**src/rtl/univ_shift_reg.sv**
```systemverilog
// Universal shift register (shift/rotate/load/clear) gated by a clock-enable divider.
// Optional: define USR_SYNC_EN to pass mode, din_l and din_r through 2-flop synchronisers.
module univ_shift_reg #(
   parameter int unsigned WIDTH = 4,
   parameter int unsigned DIV   = 25000000
) (
   input  logic                       clk,
   input  logic                       clr,
   input  logic [2:0]                 mode,
   input  logic                       din_l,
   input  logic                       din_r,
   input  logic [WIDTH-1:0]           pdata,
   output logic [WIDTH-1:0]           q,
   output logic                       sout_l,
   output logic                       sout_r,
   output logic                       tick,
   output logic [$clog2(WIDTH+1)-1:0] cnt,
   output logic                       done
);

   localparam int unsigned CNT_W = $clog2(WIDTH + 1);
   localparam int unsigned DIV_W = (DIV > 1) ? $clog2(DIV) : 1;
   localparam logic [DIV_W-1:0] DIV_LAST = DIV_W'(DIV - 1);
   localparam logic [CNT_W-1:0] CNT_MAX  = CNT_W'(WIDTH);

   typedef enum logic [2:0] {
      MODE_HOLD = 3'b000,
      MODE_SHL  = 3'b001,
      MODE_SHR  = 3'b010,
      MODE_ROL  = 3'b011,
      MODE_ROR  = 3'b100,
      MODE_LOAD = 3'b101,
      MODE_CLR  = 3'b110,
      MODE_RSVD = 3'b111
   } mode_e;

   mode_e            mode_s;
   logic             din_l_s;
   logic             din_r_s;
   logic             upd_c;
   logic [DIV_W-1:0] div_cnt_q, div_cnt_d;
   logic [WIDTH-1:0] q_q, q_d;
   logic [CNT_W-1:0] cnt_q, cnt_d;
   logic             tick_q;
   logic             inc_c;

`ifdef USR_SYNC_EN
   logic [4:0] sync1_q, sync2_q;

   // Two-stage synchroniser for the asynchronous control/serial inputs
   always_ff @(posedge clk or posedge clr) begin
      if (clr) begin
         sync1_q <= '0;
         sync2_q <= '0;
      end else begin
         sync1_q <= {mode, din_l, din_r};
         sync2_q <= sync1_q;
      end
   end

   assign mode_s  = mode_e'(sync2_q[4:2]);
   assign din_l_s = sync2_q[1];
   assign din_r_s = sync2_q[0];
`else
   assign mode_s  = mode_e'(mode);
   assign din_l_s = din_l;
   assign din_r_s = din_r;
`endif

   assign upd_c     = (div_cnt_q == DIV_LAST);
   assign div_cnt_d = upd_c ? '0 : div_cnt_q + DIV_W'(1);

   // Register update on tick edges; everything holds between ticks
   always_comb begin
      q_d   = q_q;
      cnt_d = cnt_q;
      inc_c = 1'b0;
      if (upd_c) begin
         case (mode_s)
            MODE_SHL: begin
               q_d   = {q_q[WIDTH-2:0], din_r_s};
               inc_c = 1'b1;
            end
            MODE_SHR: begin
               q_d   = {din_l_s, q_q[WIDTH-1:1]};
               inc_c = 1'b1;
            end
            MODE_ROL: begin
               q_d   = {q_q[WIDTH-2:0], q_q[WIDTH-1]};
               inc_c = 1'b1;
            end
            MODE_ROR: begin
               q_d   = {q_q[0], q_q[WIDTH-1:1]};
               inc_c = 1'b1;
            end
            MODE_LOAD: begin
               q_d   = pdata;
               cnt_d = '0;
            end
            MODE_CLR: begin
               q_d   = '0;
               cnt_d = '0;
            end
            default: begin
               q_d   = q_q;
               cnt_d = cnt_q;
            end
         endcase
      end
      if (inc_c && (cnt_q != CNT_MAX)) begin
         cnt_d = cnt_q + CNT_W'(1);
      end
   end

   always_ff @(posedge clk or posedge clr) begin
      if (clr) begin
         div_cnt_q <= '0;
         q_q       <= '0;
         cnt_q     <= '0;
         tick_q    <= 1'b0;
      end else begin
         div_cnt_q <= div_cnt_d;
         q_q       <= q_d;
         cnt_q     <= cnt_d;
         tick_q    <= upd_c;
      end
   end

   assign q      = q_q;
   assign sout_l = q_q[WIDTH-1];
   assign sout_r = q_q[0];
   assign tick   = tick_q;
   assign cnt    = cnt_q;
   assign done   = (cnt_q == CNT_MAX);

endmodule

```
**config.mk**
```make
export PLATFORM = sky130hd
export DESIGN_NAME = univ_shift_reg
export DESIGN_NICKNAME = d
export VERILOG_FILES = /design/src/rtl/univ_shift_reg.sv
export SDC_FILE = /design/constraint.sdc
export NUM_CORES = 1
export LEC_CHECK = 0
export BUFFER_PORTS_ARGS = -buffer_cell sky130_fd_sc_hd__buf_2
export CORE_AREA = 2 2 66 68
export CTS_CLUSTER_DIAMETER = 100
export CTS_CLUSTER_SIZE = 40
export DETAILED_ROUTE_END_ITERATION = 10
export DIE_AREA = 0 0 68 70
export PLACE_DENSITY_LB_ADDON = 0.12
export REMOVE_ABC_BUFFERS = 1
export SLEW_MARGIN = 0
export SYNTH_ARGS = -nofsm -noshare
export SYNTH_HDL_FRONTEND = slang
export SYNTH_SLANG_ARGS = --single-unit
```
**constraint.sdc**
```tcl
create_clock -name clk -period 2.3 [get_ports clk]
set_input_delay 0.115 -clock clk [delete_from_list [all_inputs] [get_ports clk]]
set_output_delay 0.115 -clock clk [all_outputs]
set_load 0.02 [all_outputs]
```
== Word level (Yosys, flattened, before mapping) ==
Cells that the tools add are included.
Storage, ports and cells
  output and inout port bits: 11
  bits in registers: 33
Cells by class
  multiplexer cells: 7
  add/subtract/negate cells: 2
  reductions and logical operators: 8
  equality and inequality tests: 9
Operators by type and width (number)
  $add A25 B1 Y25 const B: 1
  $eq A25 B25 Y1 const B: 1
  $mux W25: 1
  $pmux W4 S6: 1
  $eq A3 B3 Y1 const B: 4
  $mux W3: 3
  $eq A3 B2 Y1 const B: 2
  $reduce_bool A6 Y1: 1
  $reduce_and A2 Y1: 2
  $reduce_bool A2 Y1: 2
  $reduce_or A4 Y1: 1
  $add A3 B1 Y3 const B: 1
  $eq A3 B1 Y1 const B: 1
  $ne A3 B3 Y1 const B: 1
  $mux W1: 2
  $reduce_or A2 Y1: 1
  $logic_and A1 B1 Y1: 1

== Depth between registers and ports, before layout ==
  depth after elaboration: 7
  mapped depth: 6
  gate-level depth less buffers: 6

== Worst setup path after synthesis ==
Ideal clock, no wire load.
  path type: register to register
  from: reg div_cnt_q[0]
  to: reg q_q[0] (netlist: q[0])
  data arrival time: 1748 ps
  stages on the path, launching flop included: 6
  path slack: 427 ps
  library setup time: 125 ps
  cells stage by stage: dfrtp_1 > ha_1 > and4_1 > nand4_1 > nor4b_4 > mux2_2
On the way
  cells in the longest elaborated chain, start to end: 2
Ends and longest elaborated chain
  from (decl): line 41  | logic [DIV_W-1:0] div_cnt_q, div_cnt_d;
  from (signal assigned): line 122  | div_cnt_q <= div_cnt_d;
  $eq A25 B25 Y1: line 70  | assign upd_c = (div_cnt_q == DIV_LAST);
  $reduce_and A2 Y1 (no source line)
  to (signal assigned): line 123  | q_q <= q_d;
  to (decl): line 42  | logic [WIDTH-1:0] q_q, q_d;
No other way between the ends.
A chain may end at the register's enable or synchronous reset.

== Final worst setup path ==
  from: reg div_cnt_q[6]
  to: reg q_q[0] (netlist: q[0])
The elaborated chain is that of the path after synthesis.

==> flow_summary.toml <==
[global_routing]
number_of_antenna_violations_at_the_first_check_in_global_routing = 0
number_of_global_route_vias_before_repair = 1458
grt_pass1_wl_um = 6500
global_route.overflow_total = 0
grt_start_max_net_pins = 34
track_usage_pct = 17.7

[floorplan]
std_cell_rows = 24
die_h_um = 70
io_pins = 22
fp.dieW_um = 68
initial_core_util_pct = 44.6
fp.dieArea_mm2 = 0.00476
core-area_mm2 = 0.00414

[drt]
route.vias.total = 1427
remaining_drc_errors = 0
drt.antenna.violating_nets = 0
initialDrtViolationCount = 80
postRouteWirelength_um = 3680
post_drt_via_cell_ratio = 5.38
route.detailed.wl_per_inst_um = 13.9
detailedRoute.firstPassIterationCount = 5

[synth]
number_of_storage_elements_in_the_synthesis_netlist = 33
netlist_area_mm2 = 0.00185
postSynthAreaPerCell_um2 = 10.1
netlist_instances = 183
synth_cell_type_count = 44
synth_seq_area_share_pct = 44.7
synthesis.yosys.warnings = 0

[timing]
max_slew.worst_pin.slew_ns = 0.625
slew_viol_final = 0
final_period_minus_worst_setup_slack_ns = 2.00
grt_setup_unrepaired = "false"
min_period_over_period_pct = 87.0
slew_headroom_pct = 58.0
setup-tns-final_ns = 0
final.setup_skew_ns = 0.00428
hold_ws_ns = 0.223
fmaxAchievable_mhz = 500
final_hold_viol_count = 0
finalSetupViolations = 0

[worst_setup_path]
critPathSlowestCell = "sky130_fd_sc_hd__dfrtp_1"
number_of_buffer_and_inverter_stages_on_the_critical_path = 0
startpoint_type_of_the_worst_setup_path = "flop"
worst-path-max-fanout = 7
timing_worst_setup_path_type = "reg2reg"
cp_data_arrival_time_ns = 2.17
max_stage_delay_ns = 0.46
reg2reg_setup_slack_ns = 0.30
cp_data_required_time_ns = 2.47
crit_family = "simple AND/OR/NAND/NOR gates"
worstPathCellList = "nor4b_1 > nand4b_1 > nor4b_4 > mux2_2"
worstSetupEndpointType = "flop"

[clock_network]
ctsResizeCount = 0
number_of_buffers_created_by_cts = 5
cts.root.buffer_cell = "sky130_fd_sc_hd__clkbuf_8"
cts_sinks = 33
clock_tree.buffer_depth = 2
clk_pin_slew_worst_paths_ns = 0.06
clock_tree.htree_level_count = 2
cts_tree = "built"
clkLatencyLatePin_ns = 0.28

[layout]
postLayoutCoreUtil_pct = 52.1
n_antenna_cell = 0
filler_cell_count = 397
drive_gt1_share_pct = 21.6
area_growth_pct = 16.8
area.sequential_um2 = 826
final_net_count = 226
multiInputGateArea_um2 = 962

[power_and_ir_drop]
report.power.total_mw = 1.24
vdd.ir_drop.worst_uv = 407
p_per_area_mw_per_mm2 = 573
total_leakage_power_nw = 0.990

[status]
run_status = "completed"

[hold_path]
min_path_type = "in2reg"

[placed_design]
placement.io_buffers = 21
gpl_congestion = 0.769
place.detailed.hpwl_um = 2680

[job]
maxCapViolations = 0
[cell families after synthesis]
kind of cell / after synthesis / share of synthesized area, %
and+or+nand+nor: 79 / 26.1
DFF: 33 / 44.7
AOI/OAI and AO/OA: 25 / 9.27
xor gates and xnor gates: 18 / 8.52
buffers and inverters: 14 / 3.31
muxes: 10 / 5.55
adders and majority gates: 4 / 2.57
[stage by stage]
| stage | worst slack (ns) | std cells | area (µm²) |
|---|---|---|---|
| floorplan | 0.217 | 177 | 1820 |
| global placement | 0.275 | 256 | 2030 |
| finish | 0.298 | 265 | 2160 |
| global route | 0.124 | 265 | 2160 |
| detailed placement | 0.248 | 256 | 2030 |
| CTS | 0.233 | 265 | 2160 |
[cell usage in the layout, fill, tap and decap left out, types with 2 or more instances in the layout]
master and count:
sky130_fd_sc_hd__or3b_2 2, sky130_fd_sc_hd__a222oi_1 2, sky130_fd_sc_hd__and2_1 4, sky130_fd_sc_hd__buf_2 21, sky130_fd_sc_hd__nor4b_1 3, sky130_fd_sc_hd__xnor2_1 12, sky130_fd_sc_hd__xor2_1 6, sky130_fd_sc_hd__buf_4 6
sky130_fd_sc_hd__dfrtp_1 33, sky130_fd_sc_hd__a21oi_1 3, sky130_fd_sc_hd__o211ai_1 2, sky130_fd_sc_hd__nand2_1 15, sky130_fd_sc_hd__o21ai_0 8, sky130_fd_sc_hd__and4_1 3, sky130_fd_sc_hd__and3_1 3, sky130_fd_sc_hd__ha_1 3
sky130_fd_sc_hd__nor2_1 16, sky130_fd_sc_hd__nor3_1 2, sky130_fd_sc_hd__nand3_1 9, sky130_fd_sc_hd__mux2_2 2, sky130_fd_sc_hd__mux2i_1 8, sky130_fd_sc_hd__inv_1 7, sky130_fd_sc_hd__nand3b_1 4, sky130_fd_sc_hd__o31a_1 2
sky130_fd_sc_hd__nor4_2 2, sky130_fd_sc_hd__nand4_1 6, sky130_fd_sc_hd__clkbuf_8 6, sky130_fd_sc_hd__or2_2 2, sky130_fd_sc_hd__or3_1 2, sky130_fd_sc_hd__a21o_1 2
[cells in the mapped netlist, drive strengths merged]
cell,n,share of area (%)
o31ai,1,0.41
or3,2,0.68
or2,2,0.68
nor3,2,0.54
nor4b,4,2.7
dfrtp,33,45
a21o,2,0.81
ha,3,2.0
o22ai,1,0.34
and4,3,1.4
or3b,2,0.95
nand3b,4,1.6
nand3,9,2.4
and3,3,1.0
maj3,1,0.54
or4,1,0.41
xor2,6,2.8
o21ai,8,2.2
nand4b,1,0.47
xnor2,12,5.7
nand2,15,3.0
mux2,2,1.2
nand4,8,3.9
a21oi,3,0.81
a222oi,2,1.1
a221o,1,0.54
nor4,3,1.7
clkbuf,3,0.61
buf,3,1.1
a211oi,1,0.41
a21boi,1,0.41
nor2,16,3.2
mux2i,8,4.3
o211ai,2,0.81
inv,8,1.6
and2,4,1.4
o31a,2,0.95
a2bb2o,1,0.54
[layer usage]
layer | track usage [%] | up-vias | wire (µm) | share of wire, %
met1 | 23.3 | 680 | 1720 | 47
met2 | 28.0 | 27 | 1760 | 48
met5 | 0 | - | 0 | 0
met4 | 5.33 | 0 | 55 | 1.5
li1 | - | 715 | - | -
met3 | 4.83 | 5 | 144 | 3.9
[state kept, by name (all words and copies together) (netlist names)]
register and flops:
div_cnt_q 25, q 4, cnt 3, tick 1
[what timing repair did]
item,CTS,global route
buffers inserted,0,0
endpoints found under the setup margin,0,0
hold buffers,1,0
hold endpoints to repair,33,0
[power breakdown]
group | switching [mW] | internal, mW | total (mW)
Sequential | 0.00843 | 0.586 | 0.595
Combinational | 0.0527 | 0.0346 | 0.0873
Clock | 0.203 | 0.353 | 0.556
[final timing paths]
kind	cells past startpoint	startpoint	endpoint
min in group asynchronous	4	clr	div_cnt_q[20]
setup / recovery	4	div_cnt_q[6]	q[0]
setup reg to reg	4	div_cnt_q[6]	q[0]
max in group asynchronous	4	clr	div_cnt_q[13]
hold / removal	3	mode[0]	q[2]
hold reg to reg	1	div_cnt_q[22]	div_cnt_q[22]
[worst min-delay path, stage by stage]
cell and delay, ns:
sky130_fd_sc_hd__buf_2 0.14, sky130_fd_sc_hd__a222oi_1 0.08, sky130_fd_sc_hd__mux2i_1 0.12
[cell type report]
class	instances	area share, %
multi-input cells	136	44.6
flip-flops and latches	33	38.2
clock inverters	1	1.39
inverters	8	1.39
well taps	52	3.01
clock buffers	7	4.00
repair buffers	28	7.42
No activity file was read; power rests on OpenSTA's default activity.
